--- src/rtl/usr_serial_deser_if.sv ---
// Receive-side bundle of the serial link: the serial input, control strobes
// and the parallel valid/ready output of the deserializer.
interface usr_serial_deser_if #(
  parameter int WIDTH = 4
);
  localparam int CW = $clog2(WIDTH);

  logic             sdi;
  logic             sdi_en;
  logic             dir;
  logic             clr;
  logic [WIDTH-1:0] pdo;
  logic             pdo_valid;
  logic             pdo_ready;
  logic             overrun;
  logic [CW-1:0]    bit_cnt;

  modport master (
    output sdi, sdi_en, dir, clr, pdo_ready,
    input  pdo, pdo_valid, overrun, bit_cnt
  );

  modport slave (
    input  sdi, sdi_en, dir, clr, pdo_ready,
    output pdo, pdo_valid, overrun, bit_cnt
  );
endinterface

--- src/rtl/usr_serial_deser.sv ---
// Serial-to-parallel receiver: collects WIDTH strobed bits in either order
// into a one-entry valid/ready output buffer with a sticky overrun flag.
module usr_serial_deser #(
  parameter int WIDTH = 4
) (
  input  logic                clk,
  input  logic                rst,
  usr_serial_deser_if.slave   bus
);
  localparam int CW = $clog2(WIDTH);
  localparam logic [CW-1:0] LAST = CW'(WIDTH - 1);

  typedef enum logic {IDLE, SHIFT} phase_t;

  logic [WIDTH-1:0] sh_reg, sh_next;
  logic [CW-1:0]    cnt_reg, cnt_next;
  logic             dir_q_reg, dir_q_next;
  logic [WIDTH-1:0] pdo_reg, pdo_next;
  logic             valid_reg, valid_next;
  logic             ovr_reg, ovr_next;

  phase_t           phase;
  logic             ord;
  logic             complete;
  logic             drain;
  logic [WIDTH-1:0] shifted;

  always_ff @(posedge clk or posedge rst) begin
    if (rst) begin
      sh_reg    <= '0;
      cnt_reg   <= '0;
      dir_q_reg <= 1'b0;
      pdo_reg   <= '0;
      valid_reg <= 1'b0;
      ovr_reg   <= 1'b0;
    end else begin
      sh_reg    <= sh_next;
      cnt_reg   <= cnt_next;
      dir_q_reg <= dir_q_next;
      pdo_reg   <= pdo_next;
      valid_reg <= valid_next;
      ovr_reg   <= ovr_next;
    end
  end

  always_comb begin
    phase      = (cnt_reg == '0) ? IDLE : SHIFT;
    // The first bit of a word takes its order straight from dir.
    ord        = (phase == IDLE) ? bus.dir : dir_q_reg;
    shifted    = ord ? {bus.sdi, sh_reg[WIDTH-1:1]} : {sh_reg[WIDTH-2:0], bus.sdi};
    drain      = valid_reg && bus.pdo_ready;
    complete   = 1'b0;
    sh_next    = sh_reg;
    cnt_next   = cnt_reg;
    dir_q_next = dir_q_reg;
    pdo_next   = pdo_reg;
    valid_next = valid_reg;
    ovr_next   = ovr_reg;

    if (bus.clr) begin
      sh_next  = '0;
      cnt_next = '0;
      ovr_next = 1'b0;
    end else if (bus.sdi_en) begin
      if (phase == IDLE) dir_q_next = bus.dir;
      sh_next = shifted;
      if (cnt_reg == LAST) begin
        cnt_next = '0;
        complete = 1'b1;
      end else begin
        cnt_next = cnt_reg + CW'(1);
      end
    end

    // A buffer being drained this cycle counts as free for the new word.
    if (complete) begin
      if (!valid_reg || drain) begin
        pdo_next   = shifted;
        valid_next = 1'b1;
      end else begin
        ovr_next = 1'b1;
      end
    end else if (drain) begin
      valid_next = 1'b0;
    end
  end

  always_comb begin
    bus.pdo       = pdo_reg;
    bus.pdo_valid = valid_reg;
    bus.overrun   = ovr_reg;
    bus.bit_cnt   = cnt_reg;
  end
endmodule
--- src/flat_wrapper.sv ---
// flat-port wrapper written by rule: the top's interface ports become plain ports
module usr_serial_deser_flat 
#(
  parameter int WIDTH = 4
)
  (clk, rst, bus_sdi, bus_sdi_en, bus_dir, bus_clr, bus_pdo_ready, bus_pdo, bus_pdo_valid, bus_overrun, bus_bit_cnt);
  usr_serial_deser_if #(.WIDTH(WIDTH)) bus_i ();
  input  logic clk;
  input  logic rst;
  input wire logic [$bits(bus_i.sdi)-1:0] bus_sdi;
  input wire logic [$bits(bus_i.sdi_en)-1:0] bus_sdi_en;
  input wire logic [$bits(bus_i.dir)-1:0] bus_dir;
  input wire logic [$bits(bus_i.clr)-1:0] bus_clr;
  input wire logic [$bits(bus_i.pdo_ready)-1:0] bus_pdo_ready;
  output wire logic [$bits(bus_i.pdo)-1:0] bus_pdo;
  output wire logic [$bits(bus_i.pdo_valid)-1:0] bus_pdo_valid;
  output wire logic [$bits(bus_i.overrun)-1:0] bus_overrun;
  output wire logic [$bits(bus_i.bit_cnt)-1:0] bus_bit_cnt;
  assign bus_i.sdi = bus_sdi;
  assign bus_i.sdi_en = bus_sdi_en;
  assign bus_i.dir = bus_dir;
  assign bus_i.clr = bus_clr;
  assign bus_i.pdo_ready = bus_pdo_ready;
  assign bus_pdo = bus_i.pdo;
  assign bus_pdo_valid = bus_i.pdo_valid;
  assign bus_overrun = bus_i.overrun;
  assign bus_bit_cnt = bus_i.bit_cnt;
  usr_serial_deser #(.WIDTH(WIDTH)) u_core (.clk(clk), .rst(rst), .bus(bus_i));
endmodule
--- config.mk ---
export PLATFORM = sky130hd
export DESIGN_NAME = usr_serial_deser_flat
export DESIGN_NICKNAME = d
export VERILOG_FILES = /design/src/rtl/usr_serial_deser_if.sv /design/src/rtl/usr_serial_deser.sv /design/src/flat_wrapper.sv
export SDC_FILE = /design/constraint.sdc
export NUM_CORES = 1
export LEC_CHECK = 0
export CAP_MARGIN = 15
export CORE_AREA = 2 2 39 41
export DETAILED_ROUTE_END_ITERATION = 10
export DIE_AREA = 0 0 41 43
export DONT_BUFFER_PORTS = 1
export PLACE_DENSITY_LB_ADDON = 0.2
export SYNTH_ARGS = -nofsm -noshare
export SYNTH_HDL_FRONTEND = slang
export SYNTH_SLANG_ARGS = --single-unit
--- constraint.sdc ---
create_clock -name clk -period 3.3 [get_ports clk]
set_input_delay 0.66 -clock clk [delete_from_list [all_inputs] [get_ports clk]]
set_output_delay 0.66 -clock clk [all_outputs]
set_load 0.1 [all_outputs]
==> results.md, run 1 <==
* CP arrival at ~2.2 ns
* Yosys reg bits at 13
* Post-Syn Area per Cell at between 10 and 15 um2
* Internal power at 239 uW
* Crit path kind: reg -> reg
* Clock root buffer: clkbuf_4
* Yosys Warn Count at 0
* Post-Syn Nets at 65
* Layout cell share with drive strength beyond 1 at 0.200
* Die ar. at 0.00176 mm2
* # IOs at 15
* Die extent in x at 41 um
* Cells after DPL at 72
* DR vias at 384
* RSZ-0062 raised after global routing: no
* Critical Path RT at 3.47 ns
* Clk slew on worst S/H paths at 0.09 ns
* Final min period at about 2 ns
* Most frequent cells in the layout: 13 x dfrtp_1, 10 x nor2_1, 6 x inv_1
* Layout area overhead at 8.42%
* Mapped Area at 624 um2
* Clock buffer depth at 2
* Vias/cell at 5.05
* Finished Layout Cells at between 70 and 80
* Commonest non-fill, non-tap cell in the layout: dfrtp_1
* Max VDD drop at about 0.27 mV
* Setup crit start kind: flip-flop
* Status: finished, final reports clean
* Endpoints failing hold at 0
* Worst slew pin tran at 0.907 ns
* Relative slew margins at 0.396
* DR iter-0 viols at 12
* DR WL/cell at 14.1 um
* Yosys cell types at 18
* Reg power frac at 0.588
* Core Footprint at between 0.001 and 0.0015 mm2
* Pre-Repair DR Iteration Count at 4
* Largest net degree at the start of global routing at 14
* ANT cells at 0
* Final setup vio count at 0
* Multi-input gate area at 267 um2
* Residual DRC count at 0
* Logic pwr share at 0.151
* Clock power share at 0.261
* Post-route antenna net violation count at 0
* Max-slew violations at 0
* WL final at 1080 um
* Initial antenna violation count at 0
* Rows at 14
* Final Util at 0.489
* Number of fill cells at ~130
* GPL Wtd Cong at 0.756
* Crit-path max FO at 5
* Final net count at 70
* Post-Synthesis Cells at 56
* CTS tree: yes
* First-pass GRT wire length at 1750 um
* Setup Buffers After CTS at 0
* Skew-Pair Late Insertion Delay at 0.28 ns
* # port buffers at 0
* Post-CTS Resized at 0
* HP Class: in -> async
* CTS H-Tree Depth at 1
* Vias in the first global route at 392
* Hold_buf cts at 0
* Setup TNS at 0 ns
* Post-detail-place hpwl at 780 um
* Max-cap viol count at 0
* Die height at 43 um
* Worst clock skew at 0.00715 ns
* GRT Total Usage at 0.157
* Post-synthesis sequential area ratio at 0.521
* Overflow left after global routing at 0
* CP Capture Type: flip-flop
* Net Sw Frac at 0.380
* Final worst-path cycle share at 0.618
* Max Clk Rate at slightly below 500 MHz
* Total CTS buffers at 3
* Lkg Pwr at 0.000336 uW
* Clock sink count at 13
* FF/Latch Area at 325 um2
* Power per cell area at 570 mW/mm2
* Starting Density at 0.451
* Net switching power at 146 uW
## critical path, cell delays in order, from the launching register on
cell     delay, ns
dfrtp_1       0.33
buf_4         0.30
inv_1         0.08
ha_1          0.23
mux2i_2       0.33
mux2_1        0.38
mux2_2        0.27
## power groups by stage
stage                     clock network, uW  registers, uW  logic, uW
after detailed placement                  0            231       59.2
after global routing                    108            229       65.5
after CTS                               105            227       59.3
after floorplan                           0            243       38.5
after global placement                    0            230       57.7
final                                   100            227       58.2
## synth_stat cells
cell / count / area (um2)
ha_1: 2 / 25.0
dfrtp_1: 13 / 325
a31oi_1: 2 / 12.5
buf_2: 2 / 10.0
o21a_1: 3 / 22.5
mux2i_1: 3 / 30.0
a211oi_2: 1 / 12.5
nor3b_1: 1 / 7.51
inv_1: 6 / 22.5
nor2_1: 10 / 37.5
o21bai_1: 1 / 7.51
mux2_2: 3 / 33.8
nor2b_1: 1 / 6.26
nor3_2: 1 / 10.0
nand2_1: 1 / 3.75
mux2i_2: 1 / 13.8
a21oi_1: 2 / 10.0
mux2_1: 3 / 33.8
## per-stage QoR
step / power, uW / area [um2] / hold WS, ns / setup WS (ns)
floorplan: 281 / 624 / 0.534 / 0.965
global placement: 288 / 649 / 0.566 / 1.29
detailed placement: 290 / 649 / 0.570 / 1.27
CTS: 391 / 677 / 0.296 / 1.24
global route: 402 / 677 / 0.325 / 1.15
finish: 386 / 677 / 0.281 / 1.26
## final cells by class
class / instances / area share
repair buffers: 2 / 0.0222
inverters: 6 / 0.0333
well taps: 16 / 0.0296
clock buffers: 3 / 0.0333
clock inverters: 1 / 0.00739
flip-flops and latches: 13 / 0.481
multi-input cells: 35 / 0.394
## cell families (layout without fill, tap and decap cells)
kind of cell	count (synthesis)	after routing	synth area share
AND/OR/NAND/NOR	14	14	0.104
flip-flops	13	13	0.521
AO/OA/AOI/OAI	9	9	0.104
adder cells (fa/ha/maj)	2	2	0.0401
buffers and inverters	8	12	0.0521
multiplexers	10	10	0.178
## layer usage
layer  track usage  vias up  share of wire
li1              -      197              -
met1         0.207      171           0.43
met4         0.140        0          0.040
met2         0.194       11           0.46
met5             0        -              0
met3        0.0524        5          0.068
## path summary, 6_finish.rpt
kind / from / end / slack (ns) / cells past startpoint
worst min register to register: u_core.sh_reg[3] / u_core.sh_reg[3] / 0.58 / 2
worst max register to register: u_core.bus.bit_cnt[0] / u_core.bus.pdo[0] / 1.26 / 6
min in group clk: bus_clr / u_core.sh_reg[3] / 0.43 / 1
worst min-delay path: rst / u_core.bus.pdo[3] / 0.28 / 1
max in group asynchronous: rst / u_core.bus.pdo[2] / 2.68 / 1
worst max-delay path: u_core.bus.bit_cnt[0] / u_core.bus.pdo[0] / 1.26 / 6
Note: power is estimated with default switching activity, not from simulation.
==> run 2: changes to the inputs <==
Clock period 3.3 ns to 1.8 ns, I/O delays scaled along.
==> run 2 against run 1 <==
The flow now finishes with violations (negative hold slack). Flip-flop and latch count unchanged. Global-route usage increased by 0.12 points. Design area increased by 11%. Setup slack got worse by 1.2 ns. Combinational power increased to 3.1 times the previous value. Routed wire length increased by 6.4%. Core utilization increased by 5.2 points. Clock skew decreased by 0.0033 ns. Sequential power increased by 70%. Clock-buffer cell count increased by 1. Non-clock buffer count increased by 3.
==> results.md, run 2 (synthesis results as in run 1) <==
* Post-route antenna net violation count at 0
* # IOs at 15
* Crit-path max FO at 5
* Layout area overhead at 20.0%
* Clk slew on worst S/H paths at 0.08 ns
* Lkg Pwr at about 0.00036 uW
* Vias/cell at 4.96
* Total CTS buffers at 3
* Internal power at 473 uW
* Rows at 14
* DR iter-0 viols at 3
* Starting Density at 0.451
* CP Capture Type: flip-flop
* Core Footprint at 0.00138 mm2
* Crit path kind: reg -> reg
* HP Class: in -> async
* RSZ-0062 raised after global routing: no
* Die extent in x at around 40 um
* Finished Layout Cells at 79
* Final worst slack at 0.0428 ns
* Setup TNS at 0 ns
* R2r setup slk at approximately 0.043 ns
* Number of fill cells at 120
* Final Util at 0.542
* Logic pwr share at 0.242
* Max Clk Rate at around 570 MHz
* Post-detail-place hpwl at 849 um
* FF/Latch Area at 333 um2
* # port buffers at 0
* Worst slew pin tran at 0.915 ns
* Commonest non-fill, non-tap cell in the layout: dfrtp_1
* Multi-input gate area at ~310 um2
* Post-CTS Resized at 0
* Skew-Pair Late Insertion Delay at 0.27 ns
* Setup crit start kind: flip-flop
* CTS H-Tree Depth at 1
* Clock buffer depth at 2
* Clock power share at 0.238
* Overflow left after global routing at 0
* Most frequent cells in the layout: 11 x dfrtp_1, 10 x nor2_1, 6 x mux2_4, 5 x buf_4, 4 x inv_1
* CP arrival at 1.91 ns
* Final worst-path cycle share at 0.976
* CTS tree: yes
* Vias in the first global route at 412
* Die height at 43 um
* Residual DRC count at 0
* Worst clock skew at 0.00381 ns
* ANT cells at 0
* Power per cell area at roughly 1000 mW/mm2
* GPL Wtd Cong at 0.746
* Reg power frac at 0.520
* WL final at 1140 um
* Endpoints failing hold at 12
* GRT Total Usage at 0.158
* Layout cell share with drive strength beyond 1 at 0.349
* Die ar. at 0.00176 mm2
* Critical Path RT at roughly 2.0 ns
* Net Sw Frac at 0.361
* Clock root buffer: clkbuf_4
* Hold_buf cts at 0
* Failing checks: negative hold slack
* Final net count at 73
* First-pass GRT wire length at 1840 um
* DR vias at 392
* Largest net degree at the start of global routing at 14
* Tot Pwr at between 700 and 800 uW
* DR WL/cell at 14.5 um
* Pre-Repair DR Iteration Count at 3
* Relative slew margins at 0.390
* Max-slew violations at 0
* Net switching power at 268 uW
* Cells after DPL at 74
* Final min period at 1.76 ns
* Clock sink count at 13
* Worst r2r dst: u_core.bus.pdo[2]
* Worst slack at placement at about 0.060 ns
* Final setup vio count at 0
* Max-cap viol count at 0
* RR Startpoint: u_core.bus.bit_cnt[0]
* Initial antenna violation count at 0
* Max VDD drop at 0.478 mV
* Status: finished, violations left
* Reg2Reg Depth at 5
* Hold slack at -0.00715 ns
run 2: changes by cell type in the layout (fill, tap and decap cells not counted), moves of 2 or more:
cell,change
mux2_4,+6
buf_4,+3
mux2_1,-3
mux2_2,-3
dfrtp_1,-2
dfrtp_4,+2
inv_1,-2
inv_2,+2
run 2: worst max-delay path by stage:
stage / start / to / slack [ns] / cells past startpoint
global placement: u_core.bus.bit_cnt[0] / u_core.bus.pdo[2] / 0.08 / 5
CTS: u_core.bus.bit_cnt[0] / u_core.bus.pdo[2] / 0.04 / 5
global route: u_core.bus.bit_cnt[1] / u_core.bus.pdo[2] / 0.01 / 5
finish: u_core.bus.bit_cnt[0] / u_core.bus.pdo[2] / 0.04 / 5
floorplan: u_core.bus.bit_cnt[1] / u_core.bus.pdo[0] / -0.07 / 5
detailed placement: u_core.bus.bit_cnt[0] / u_core.bus.pdo[1] / 0.06 / 5
run 2: through the flow:
step                      cell area [um2]  hold WS [ns]
final                                 749      -0.00715
after global routing                  749        0.0247
after CTS                             742       0.00994
after detailed placement              716         0.306
after global placement                716         0.304
after floorplan                       676         0.237
run 2: worst max-delay path, stage by stage, from the launching register on:
cell	delay (ns)
dfrtp_4	0.51
inv_2	0.07
ha_4	0.13
mux2i_4	0.32
mux2_4	0.35
mux2_4	0.26
run 2: power groups by stage:
stage                     Sequential (uW)  Clock [uW]  Combinational [uW]
final                                 385         177                 179
after global routing                  389         198                 192
after CTS                             386         182                 176
after detailed placement              392           0                 175
after global placement                391           0                 174
after floorplan                       450           0                93.3
run 2: cell type report:
| cell class | count | area share |
|---|---|---|
| Multi-Input combinational cell | 35 | 0.414 |
| Clock buffer | 4 | 0.0351 |
| Tap cell | 16 | 0.0267 |
| Inverter | 6 | 0.0301 |
| Sequential cell | 13 | 0.444 |
| Timing Repair Buffer | 5 | 0.0501 |
run 2: metal layers:
metal,track usage,vias to the layer above,wire (um)
met4,0.100,0,19
met2,0.219,6,532
met3,0.0366,2,47
met1,0.214,185,545
li1,-,199,-
met5,0,-,0
run 2: what timing repair did:
| action | CTS | global route |
|---|---|---|
| endpoints found under the setup margin | 0 | 1 |
| buffers inserted | 0 | 1 |
| endpoints found under the hold margin | 0 | 0 |
